<file path="config.mk">
export PLATFORM = sky130hd
export DESIGN_NAME = game_frame_sequencer_flat
export DESIGN_NICKNAME = d
export VERILOG_FILES = /design/src/rtl/game_pkg.sv /design/src/rtl/game_frame_sequencer_if.sv /design/src/rtl/tick_divider.sv /design/src/rtl/game_frame_sequencer.sv /design/src/flat_wrapper.sv
export SDC_FILE = /design/constraint.sdc
export NUM_CORES = 1
export LEC_CHECK = 0
export CORE_ASPECT_RATIO = 1.4
export CORE_MARGIN = 3
export CORE_UTILIZATION = 44
export CTS_CLUSTER_SIZE = 14
export DETAILED_ROUTE_END_ITERATION = 10
export PLACE_DENSITY = 0.71
export SLEW_MARGIN = 20
export SYNTH_ARGS = -nofsm -noshare
export SYNTH_HDL_FRONTEND = slang
export SYNTH_SLANG_ARGS = --single-unit
export TNS_END_PERCENT = 20
</file>
<file path="constraint.sdc">
create_clock -name clk -period 5.9 [get_ports clk]
set_input_delay 1.18 -clock clk [delete_from_list [all_inputs] [get_ports clk]]
set_output_delay 1.18 -clock clk [all_outputs]
set_load 0.01 [all_outputs]
</file>
<file path="src/rtl/game_pkg.sv">
// Shared types and encodings for the game frame sequencer and its helpers.
package game_pkg;

  typedef enum logic [1:0] {
    G_READY = 2'd0,
    G_PLAY  = 2'd1,
    G_OVER  = 2'd2
  } game_state_t;

  typedef enum logic [1:0] {
    F_WAIT = 2'd0,
    F_PHYS = 2'd1,
    F_COLL = 2'd2,
    F_REND = 2'd3
  } frame_state_t;

  localparam logic [1:0] DIR_NONE  = 2'b00;
  localparam logic [1:0] DIR_LEFT  = 2'b01;
  localparam logic [1:0] DIR_RIGHT = 2'b10;

  localparam int TICK_DIV_DEFAULT = 4;

  // Opposing buttons cancel out so physics never sees a contradictory move.
  function automatic logic [1:0] decode_dir(input logic l, input logic r);
    logic [1:0] d;
    case ({l, r})
      2'b10:   d = DIR_LEFT;
      2'b01:   d = DIR_RIGHT;
      default: d = DIR_NONE;
    endcase
    return d;
  endfunction

endpackage

</file>
<file path="src/rtl/game_frame_sequencer_if.sv">
// Button inputs, stage handshakes and status outputs of the frame sequencer.
interface game_frame_sequencer_if #(
  parameter int FRAME_W = 16
);
  logic               left;
  logic               right;
  logic               phys_done;
  logic               coll_done;
  logic               fell;
  logic               render_done;
  logic               phys_start;
  logic               coll_start;
  logic               render_start;
  logic [1:0]         move_dir;
  logic               playing;
  logic               game_over;
  logic [FRAME_W-1:0] frame_cnt;
  logic               overrun;

  modport master (
    input  left, right, phys_done, coll_done, fell, render_done,
    output phys_start, coll_start, render_start, move_dir,
           playing, game_over, frame_cnt, overrun
  );

  modport slave (
    output left, right, phys_done, coll_done, fell, render_done,
    input  phys_start, coll_start, render_start, move_dir,
           playing, game_over, frame_cnt, overrun
  );
endinterface

</file>
<file path="src/rtl/tick_divider.sv">
// Free-running frame tick generator: one-cycle pulse every TICK_DIV clocks.
module tick_divider
  import game_pkg::*;
#(
  parameter int TICK_DIV = TICK_DIV_DEFAULT
) (
  input  logic clk,
  input  logic reset,
  output logic tick
);

  localparam int CNT_W = $clog2(TICK_DIV);
  localparam logic [CNT_W-1:0] LAST = CNT_W'(TICK_DIV - 1);

  logic [CNT_W-1:0] cnt_q;
  logic [CNT_W-1:0] cnt_d;

  // Count 0..TICK_DIV-1 and wrap.
  always_comb begin
    cnt_d = cnt_q + CNT_W'(1);
    if (cnt_q == LAST) cnt_d = '0;
  end

  // Counter register.
  always_ff @(posedge clk or posedge reset) begin
    if (reset) cnt_q <= '0;
    else       cnt_q <= cnt_d;
  end

  assign tick = (cnt_q == LAST);

endmodule

</file>
<file path="src/rtl/game_frame_sequencer.sv">
// Frame scheduler: runs physics -> collision -> render once per tick and owns
// the READY / PLAY / OVER game state.
module game_frame_sequencer
  import game_pkg::*;
#(
  parameter int TICK_DIV = TICK_DIV_DEFAULT,
  parameter int FRAME_W  = 16
) (
  input  logic                   clk,
  input  logic                   reset,
  game_frame_sequencer_if.master bus
);

  logic tick;

  frame_state_t       frame_q, frame_d;
  game_state_t        game_q, game_d;
  logic [1:0]         dir_q, dir_d;
  logic [FRAME_W-1:0] cnt_q, cnt_d;
  logic               ovr_q, ovr_d;
  logic               play_frame_q, play_frame_d;
  logic               phys_start_q, phys_start_d;
  logic               coll_start_q, coll_start_d;
  logic               render_start_q, render_start_d;
  logic               any_btn;

  tick_divider #(.TICK_DIV(TICK_DIV)) u_tick (
    .clk  (clk),
    .reset(reset),
    .tick (tick)
  );

  assign any_btn = bus.left | bus.right;

  // Next-state for both FSMs; they share the accepted-tick and done conditions.
  always_comb begin
    frame_d      = frame_q;
    game_d       = game_q;
    dir_d        = dir_q;
    cnt_d        = cnt_q;
    ovr_d        = ovr_q;
    play_frame_d = play_frame_q;

    // A tick while a frame is still in flight is dropped and remembered.
    if (tick && (frame_q != F_WAIT)) ovr_d = 1'b1;

    case (frame_q)
      F_WAIT: begin
        if (tick) begin
          dir_d = decode_dir(bus.left, bus.right);
          case (game_q)
            G_READY: if (any_btn) begin
              game_d = G_PLAY;
              cnt_d  = '0;
            end
            G_OVER:  if (any_btn) game_d = G_READY;
            default: ;
          endcase
          if (game_d == G_PLAY) begin
            frame_d      = F_PHYS;
            play_frame_d = 1'b1;
          end else begin
            frame_d      = F_REND;
            play_frame_d = 1'b0;
          end
        end
      end
      F_PHYS: if (bus.phys_done && !phys_start_q) frame_d = F_COLL;
      F_COLL: if (bus.coll_done && !coll_start_q) begin
        frame_d = F_REND;
        if (bus.fell && (game_q == G_PLAY)) game_d = G_OVER;
      end
      F_REND: if (bus.render_done && !render_start_q) begin
        frame_d = F_WAIT;
        if (play_frame_q) cnt_d = cnt_q + FRAME_W'(1);
      end
      default: frame_d = F_WAIT;
    endcase

    // Strobes fire only in the first cycle of each stage state.
    phys_start_d   = (frame_d == F_PHYS) && (frame_q != F_PHYS);
    coll_start_d   = (frame_d == F_COLL) && (frame_q != F_COLL);
    render_start_d = (frame_d == F_REND) && (frame_q != F_REND);
  end

  // State and output registers; reset aborts any frame in flight.
  always_ff @(posedge clk or posedge reset) begin
    if (reset) begin
      frame_q        <= F_WAIT;
      game_q         <= G_READY;
      dir_q          <= DIR_NONE;
      cnt_q          <= '0;
      ovr_q          <= 1'b0;
      play_frame_q   <= 1'b0;
      phys_start_q   <= 1'b0;
      coll_start_q   <= 1'b0;
      render_start_q <= 1'b0;
    end else begin
      frame_q        <= frame_d;
      game_q         <= game_d;
      dir_q          <= dir_d;
      cnt_q          <= cnt_d;
      ovr_q          <= ovr_d;
      play_frame_q   <= play_frame_d;
      phys_start_q   <= phys_start_d;
      coll_start_q   <= coll_start_d;
      render_start_q <= render_start_d;
    end
  end

  assign bus.phys_start   = phys_start_q;
  assign bus.coll_start   = coll_start_q;
  assign bus.render_start = render_start_q;
  assign bus.move_dir     = dir_q;
  assign bus.playing      = (game_q == G_PLAY);
  assign bus.game_over    = (game_q == G_OVER);
  assign bus.frame_cnt    = cnt_q;
  assign bus.overrun      = ovr_q;

endmodule

</file>
<file path="src/flat_wrapper.sv">
// flat-port wrapper written by rule: the top's interface ports become plain ports
module game_frame_sequencer_flat import game_pkg::*;
#(
  parameter int TICK_DIV = TICK_DIV_DEFAULT,
  parameter int FRAME_W  = 16
)
  (clk, reset, bus_left, bus_right, bus_phys_done, bus_coll_done, bus_fell, bus_render_done, bus_phys_start, bus_coll_start, bus_render_start, bus_move_dir, bus_playing, bus_game_over, bus_frame_cnt, bus_overrun);
  game_frame_sequencer_if #(.FRAME_W(FRAME_W)) bus_i ();
  input  logic clk;
  input  logic reset;
  input wire logic [$bits(bus_i.left)-1:0] bus_left;
  input wire logic [$bits(bus_i.right)-1:0] bus_right;
  input wire logic [$bits(bus_i.phys_done)-1:0] bus_phys_done;
  input wire logic [$bits(bus_i.coll_done)-1:0] bus_coll_done;
  input wire logic [$bits(bus_i.fell)-1:0] bus_fell;
  input wire logic [$bits(bus_i.render_done)-1:0] bus_render_done;
  output wire logic [$bits(bus_i.phys_start)-1:0] bus_phys_start;
  output wire logic [$bits(bus_i.coll_start)-1:0] bus_coll_start;
  output wire logic [$bits(bus_i.render_start)-1:0] bus_render_start;
  output wire logic [$bits(bus_i.move_dir)-1:0] bus_move_dir;
  output wire logic [$bits(bus_i.playing)-1:0] bus_playing;
  output wire logic [$bits(bus_i.game_over)-1:0] bus_game_over;
  output wire logic [$bits(bus_i.frame_cnt)-1:0] bus_frame_cnt;
  output wire logic [$bits(bus_i.overrun)-1:0] bus_overrun;
  assign bus_i.left = bus_left;
  assign bus_i.right = bus_right;
  assign bus_i.phys_done = bus_phys_done;
  assign bus_i.coll_done = bus_coll_done;
  assign bus_i.fell = bus_fell;
  assign bus_i.render_done = bus_render_done;
  assign bus_phys_start = bus_i.phys_start;
  assign bus_coll_start = bus_i.coll_start;
  assign bus_render_start = bus_i.render_start;
  assign bus_move_dir = bus_i.move_dir;
  assign bus_playing = bus_i.playing;
  assign bus_game_over = bus_i.game_over;
  assign bus_frame_cnt = bus_i.frame_cnt;
  assign bus_overrun = bus_i.overrun;
  game_frame_sequencer #(.TICK_DIV(TICK_DIV), .FRAME_W(FRAME_W)) u_core (.clk(clk), .reset(reset), .bus(bus_i));
endmodule
</file>
==> run summary, run 1 <==
crit-path max FO: 30
wire per inst: 15.72 um
peak supply drop: 0.2615 mV
Mapped Area: 0.001590 mm^2
Crit. End Element: flop
max frequency: 365.1 MHz
Gate Count Post-Synth: 158
Post-CTS Setup Repair Bufs: 0
RSZ-0062 raised after global routing: false
worst hold start: u_core.u_tick.cnt_q[0]
core area: 0.003410 mm^2
Final period util: 46.42%
pin count of the biggest net entering global routing: 31
max cap viols: 0
Yosys warning count: 0
Setup Crit Path Kind: in -> reg
chip height: 77.14 um
Seq/Total Area, Yosys: 45.63%
Vias: 1350
minimum clock period: 2.739 ns
worst hold stages: 1
die width: 56.81 um
CTS clk-pin slew, worst paths: 0.06 ns
Hold-fix buffers, CTS: 0
Crit path arrival time: 2.96 ns
Critical R2R Launch: u_core.u_tick.cnt_q[0]
All-Layer GR Usage: 17.88%
Final ANT Viol Nets: 0
DRT iter0 DRCs: 40
number of global-route vias before repair: 1360
Initial Util: 46.64%
Vias/cell: 5.947
status: finished clean
number of synthesized register bits: 29
Hold Crit Class: reg -> reg
H-tree Lvls: 2
WL final: 3.568 mm
R2R depth: 5
Worst-Margin Slew: 0.6091 ns
P_leak: 0.0008222 uW
distinct cell type count after synthesis: 36
first-pass GRT wire length: 6.251 mm
layout cells sized above 1: 15.51%
die area: 0.004382 mm^2
initial antenna violation count: 0
Rows: 25
pre-CTS WS: 2.881 ns
TritonCTS Sinks: 29
final core occ: 58.53%
routability cong.: 0.7351
non-filler cells, final: 227
DRC viols: 0
Critical Path Start Type: primary input
gr ovfl total: 0
placed insts: 219
CTS tree: yes
Clock Root Buffer: clkbuf_8
Clock Path Buffers: 2
Final Hold Viols: 0
# resized after CTS: 0
setup TNS: 0 ns
diode count: 0
hold path endpoint: u_core.u_tick.cnt_q[0]
clk_lat worst skew: 0.28 ns
syn avg cell area: 10.07 um^2
clk_skew: 0.002646 ns
hpwl dp: 2.499 mm
P&R area growth vs syn: 25.49%
Max Transition Viols Final: 0
PnR worst setup slack: 3.161 ns
total chip power: 635.5 uW
R2R Setup Slk: 3.58 ns
Power Density: 318.4 mW/mm^2
first-pass iteration count of the detailed router: 6
final setup fails: 0
Nets: 196
Slew HR: 59.33%
CTS buffer count: 5
Syn Nets: 168
end of the worst register-to-register path: u_core.bus.frame_cnt[12]
required time of the critical path: 6.12 ns
number of I/O pins: 32
Buffers on Ports: 31
==> flip-flops by register name, summed over array words and instances, names as in the netlist <==
signal,count
u_core.frame_q,2
u_core.bus.coll_start,1
u_core.bus.overrun,1
u_core.bus.render_start,1
u_core.u_tick.cnt_q,2
u_core.bus.phys_start,1
u_core.bus.frame_cnt,16
u_core.play_frame_q,1
u_core.game_q,2
u_core.bus.move_dir,2
==> cells in the mapped netlist <==
cell / number / share of area, %
mux2_2: 1 / 0.71
mux2i_1: 3 / 1.9
nand4_1: 7 / 2.8
or4b_2: 1 / 0.63
ha_1: 2 / 1.6
o21ba_2: 1 / 0.63
nand3_1: 9 / 2.8
a21oi_1: 3 / 0.94
and3_1: 2 / 0.79
nand3b_1: 2 / 0.94
o21ai_0: 10 / 3.1
o21a_1: 1 / 0.47
buf_6: 1 / 0.71
a211oi_2: 2 / 1.6
or3b_4: 1 / 0.71
or4_1: 11 / 5.2
or4_4: 1 / 0.71
and4_1: 3 / 1.7
nor3_1: 1 / 0.31
o32a_1: 2 / 1.3
nand2b_1: 4 / 1.6
buf_2: 2 / 0.63
nor2_1: 7 / 1.7
nand2_1: 20 / 4.7
clkbuf_1: 8 / 1.9
nor3b_1: 1 / 0.47
inv_1: 2 / 0.47
buf_12: 1 / 1.3
a31o_2: 1 / 0.55
o311ai_0: 1 / 0.55
nor2b_1: 3 / 1.2
and2_1: 2 / 0.79
o211ai_2: 10 / 7.9
or2b_1: 2 / 0.94
nor4_1: 1 / 0.39
dfrtp_1: 29 / 46
==> critical path, stage by stage <==
cell and delay, ns:
clkdlybuf4s50_1 0.44, nor2b_1 0.20, nand4_1 0.11, buf_4 0.27, or4b_2 0.66, nand2_1 0.09
==> routing by layer <==
layer	track usage [%]	vias up	wire (um)
li1	-	645	-
met1	19.66	660	1429
met2	32.29	39	1899
met3	5.219	6	192
met4	5.800	0	46
met5	0	-	0
==> layout make-up <==
class,count,area (um^2)
Fill cell,298,1414
Tap cell,40,50.05
Clock buffer,7,96.34
Sequential cell,29,725.7
Timing Repair Buffer,33,325.3
Clock inverter,1,5.005
Multi-Input combinational cell,115,785.8
Inverter,2,7.507
==> how the worst max path moves through the flow <==
stage / from / to / slack [ns] / cells past startpoint
after global routing: bus_render_done / u_core.bus.frame_cnt[6] / 3.06 / 6
final: bus_render_done / u_core.bus.frame_cnt[6] / 3.16 / 6
after floorplan: bus_render_done / u_core.bus.frame_cnt[6] / 3.48 / 5
after global placement: bus_render_done / u_core.bus.frame_cnt[6] / 2.92 / 6
after CTS: bus_render_done / u_core.bus.frame_cnt[6] / 3.18 / 6
after detailed placement: bus_render_done / u_core.bus.frame_cnt[6] / 2.88 / 6
==> cell families (layout without fill, tap and decap cells) <==
group	after synthesis	in the layout	share of synthesized area, %
multiplexers	4	4	2.596
buffers and inverters	14	43	4.957
adder cells (fa/ha/maj)	2	2	1.573
AND/OR/NAND/NOR	78	78	28.24
AO/OA/AOI/OAI	31	31	16.99
flip-flops	29	29	45.63
==> through the flow <==
step / cell area [um^2] / hold WS, ns
6_report: 1996 / 0.4309
5_1_grt: 1996 / 0.4822
4_1_cts: 1996 / 0.4328
3_5_place_dp: 1894 / 0.4243
3_3_place_gp: 1894 / 0.4147
2_1_floorplan: 1590 / 0.4031
==> cells in the final DEF, fill, tap and decap left out, types with 3 or more instances in the layout <==
master and n:
a21oi_1 3, nand4_1 7, o211ai_2 10, clkbuf_8 7
and4_1 3, mux2i_1 3, nand2b_1 4, dfrtp_1 29
o21ai_0 10, or4_1 11, nand2_1 20, nor2b_1 3
clkdlybuf4s50_1 31, nand3_1 9, nor2_1 7
==> power by group <==
| group | switching, uW | total [uW] | leakage (uW) | internal (uW) |
|---|---|---|---|---|
| logic | 75.5 | 164 | 0.000388 | 88.1 |
| registers | 58.5 | 291 | 0.000380 | 233 |
| clock network | 75.3 | 181 | 0.0000542 | 105 |
Power figures use the tool's default switching activity.
==> run 2: changes to the inputs <==
--- a/config.mk
+++ b/config.mk
@@ -10,7 +10,7 @@
 export CORE_UTILIZATION = 44
 export CTS_CLUSTER_SIZE = 14
 export DETAILED_ROUTE_END_ITERATION = 10
-export PLACE_DENSITY = 0.71
+export PLACE_DENSITY = 0.74
 export SLEW_MARGIN = 20
 export SYNTH_ARGS = -nofsm -noshare
 export SYNTH_HDL_FRONTEND = slang
==> constraint.sdc (replaced) <==
create_clock -name clk -period 2.5 [get_ports clk]
set_input_delay 0.5 -clock clk [delete_from_list [all_inputs] [get_ports clk]]
set_output_delay 0.5 -clock clk [all_outputs]
set_load 0.01 [all_outputs]
==> run 2 against run 1 <==
Net effect:
- core utilization is 1.7 points higher
- critical path depth is 1 lower
- setup slack worse by 2.9 ns
- critical path type is now reg -> reg
- global-route usage is 0.45 points higher
- first-iteration DRC count is 48% lower
- routed wire length is 1.9% higher
- clock power is 140% higher
- worst hold slack worse by 0.0035 ns
==> run summary, run 2 (same netlist as run 1, synthesis figures left out) <==
status: finished clean
P&R area growth vs syn: 29.19%
switching share of power: 33.04% (+0.097 points)
gr ovfl total: 0 (unchanged)
Final Hold Viols: 0 (unchanged)
max frequency: 447.9 MHz
worst hold stages: 1 (unchanged)
chip height: 77.14 um (unchanged)
Setup Crit Path Kind: reg -> reg
clk_lat worst skew: 0.28 ns (about the same)
cell breakdown of the critical path: ha_1 -> or3b_4 -> or4_4 -> a211oi_2 -> mux2i_1
peak supply drop: 0.5454 mV (+110%)
first-pass GRT wire length: 6.451 mm (+3.2%)
WL final: 3.635 mm (+1.9%)
die width: 56.81 um (unchanged)
Hold-fix buffers, CTS: 0 (unchanged)
Combinational Power Share: 30.6% (+4.9 points)
DRC viols: 0 (unchanged)
R2R depth: 5 (unchanged)
core area: 0.003410 mm^2 (unchanged)
P_sw: 512.7 uW (+140%)
Final ANT Viol Nets: 0 (unchanged)
max cap viols: 0 (unchanged)
minimum clock period: 2.233 ns
RSZ-0062 raised after global routing: false
final setup fails: 0 (unchanged)
Critical R2R Launch: u_core.u_tick.cnt_q[0]
routability cong.: 0.7653 (+4.1%)
Seq pwr share: 41.6% (-4.2 points)
TritonCTS Sinks: 29 (unchanged)
Worst-Margin Slew: 0.6549 ns (+0.04582 ns)
worst hold start: u_core.u_tick.cnt_q[0]
Power Density: 755.2 mW/mm^2 (+140%)
Final period util: 89.30%
Vias/cell: 5.799 (-2.5%)
CTS clk-pin slew, worst paths: 0.07 ns (about the same)
first-pass iteration count of the detailed router: 4 (-2)
CTS buffer count: 5 (unchanged)
number of global-route vias before repair: 1381 (+1.5%)
Clock Path Buffers: 2 (unchanged)
die area: 0.004382 mm^2 (unchanged)
final core occ: 60.26% (+1.7 points)
Min Hold Slack: 0.4273 ns (-0.003543 ns)
Vias: 1357 (+0.52%)
Largest register FFs: 16 (unchanged)
required time of the critical path: 2.71 ns (-3.41 ns)
Buffers on Ports: 31 (unchanged)
Crit. End Element: flop
crit-path max FO: 22 (-27%)
setup TNS: 0 ns (unchanged)
most common cell after layout, fill and taps aside: clkdlybuf4s50_1
layout cells sized above 1: 18.56% (+3.0 points)
worst setup path start: u_core.u_tick.cnt_q[0]
Clock Root Buffer: clkbuf_8
diode count: 0 (unchanged)
Post-CTS Setup Repair Bufs: 0 (unchanged)
# resized after CTS: 0 (unchanged)
crit path buf inv count: 0 (-2)
Critical Path Start Type: flop
DRT iter0 DRCs: 21 (-48%)
hpwl dp: 2.622 mm (+4.9%)
Crit path arrival time: 2.45 ns (-0.51 ns)
CTS tree: yes
wire per inst: 15.53 um (-1.2%)
Rows: 25 (unchanged)
Slew HR: 55.97% (-3.4 points)
Initial Util: 46.64% (unchanged)
clk_skew: 0.008987 ns (+0.006340 ns)
number of I/O pins: 32 (unchanged)
CP Depth: 5 (-1)
Cell Int Power: 1039 uW (+140%)
Clock power frac: 27.8% (-0.6 points)
H-tree Lvls: 2 (unchanged)
All-Layer GR Usage: 18.34% (+0.45 points)
P_leak: 0.0008572 uW (+4.3%)
initial antenna violation count: 0 (unchanged)
pin count of the biggest net entering global routing: 30 (-3.2%)
Worst path slowest cell: or4_4
Hold Crit Class: reg -> reg
CP peak stage delay: 0.67 ns (about the same)
Max Transition Viols Final: 0 (unchanged)
CP top delay family: simple AND/OR/NAND/NOR gates
Nets: 203 (+3.6%)
commonest cells after routing, fill and taps aside: clkdlybuf4s50_1 (31), dfrtp_1 (29), nand2_1 (20)
run 2: cell count changes in the layout (fill, tap and decap cells not counted):
cell,previous run,this run
nor4_1,1,0
inv_2,1,0
buf_4,2,9
nor4_2,0,1
inv_1,1,2
run 2: worst paths after layout:
path	to	slack [ns]
setup / recovery	u_core.bus.frame_cnt[12]	0.27
hold / removal	u_core.u_tick.cnt_q[0]	0.43
setup reg to reg	u_core.bus.frame_cnt[12]	0.27
hold reg to reg	u_core.u_tick.cnt_q[0]	0.43
max in group asynchronous	u_core.frame_q[0]	1.62
min in group asynchronous	u_core.bus.frame_cnt[12]	0.60
run 2: metrics by stage:
stage	total power, uW	setup slack, ns	instance area (um^2)	instances
after floorplan	899.1	0.5209	1590	158
after global placement	1110	0.1401	1947	226
after detailed placement	1125	-0.03197	1947	226
after CTS	1565	0.05193	2048	234
after global routing	1650	0.1502	2054	234
final	1552	0.2674	2054	234
run 2: per-layer routing:
metal	share of wire (%)	global-route usage, %	vias to the layer above
met5	0	0	-
met3	4.8	5.051	4
met4	0.99	4.872	0
li1	-	-	658
met1	40	21.15	662
met2	54	32.75	33
run 2: cell type report:
cell class / instances / area [um^2]
Fill cell: 289 / 1355
Timing Repair Buffer: 40 / 377.9
Sequential cell: 29 / 725.7
Inverter: 2 / 7.507
Clock buffer: 7 / 96.34
Tap cell: 40 / 50.05
Clock inverter: 1 / 5.005
Multi-Input combinational cell: 115 / 792.0
run 2: power by group through the flow:
stage	sequential, uW	clock [uW]	combinational, uW
global placement	644	0	466
global route	662	465	523
detailed placement	651	0	474
floorplan	641	0	258
finish	645	431	475
CTS	642	444	480
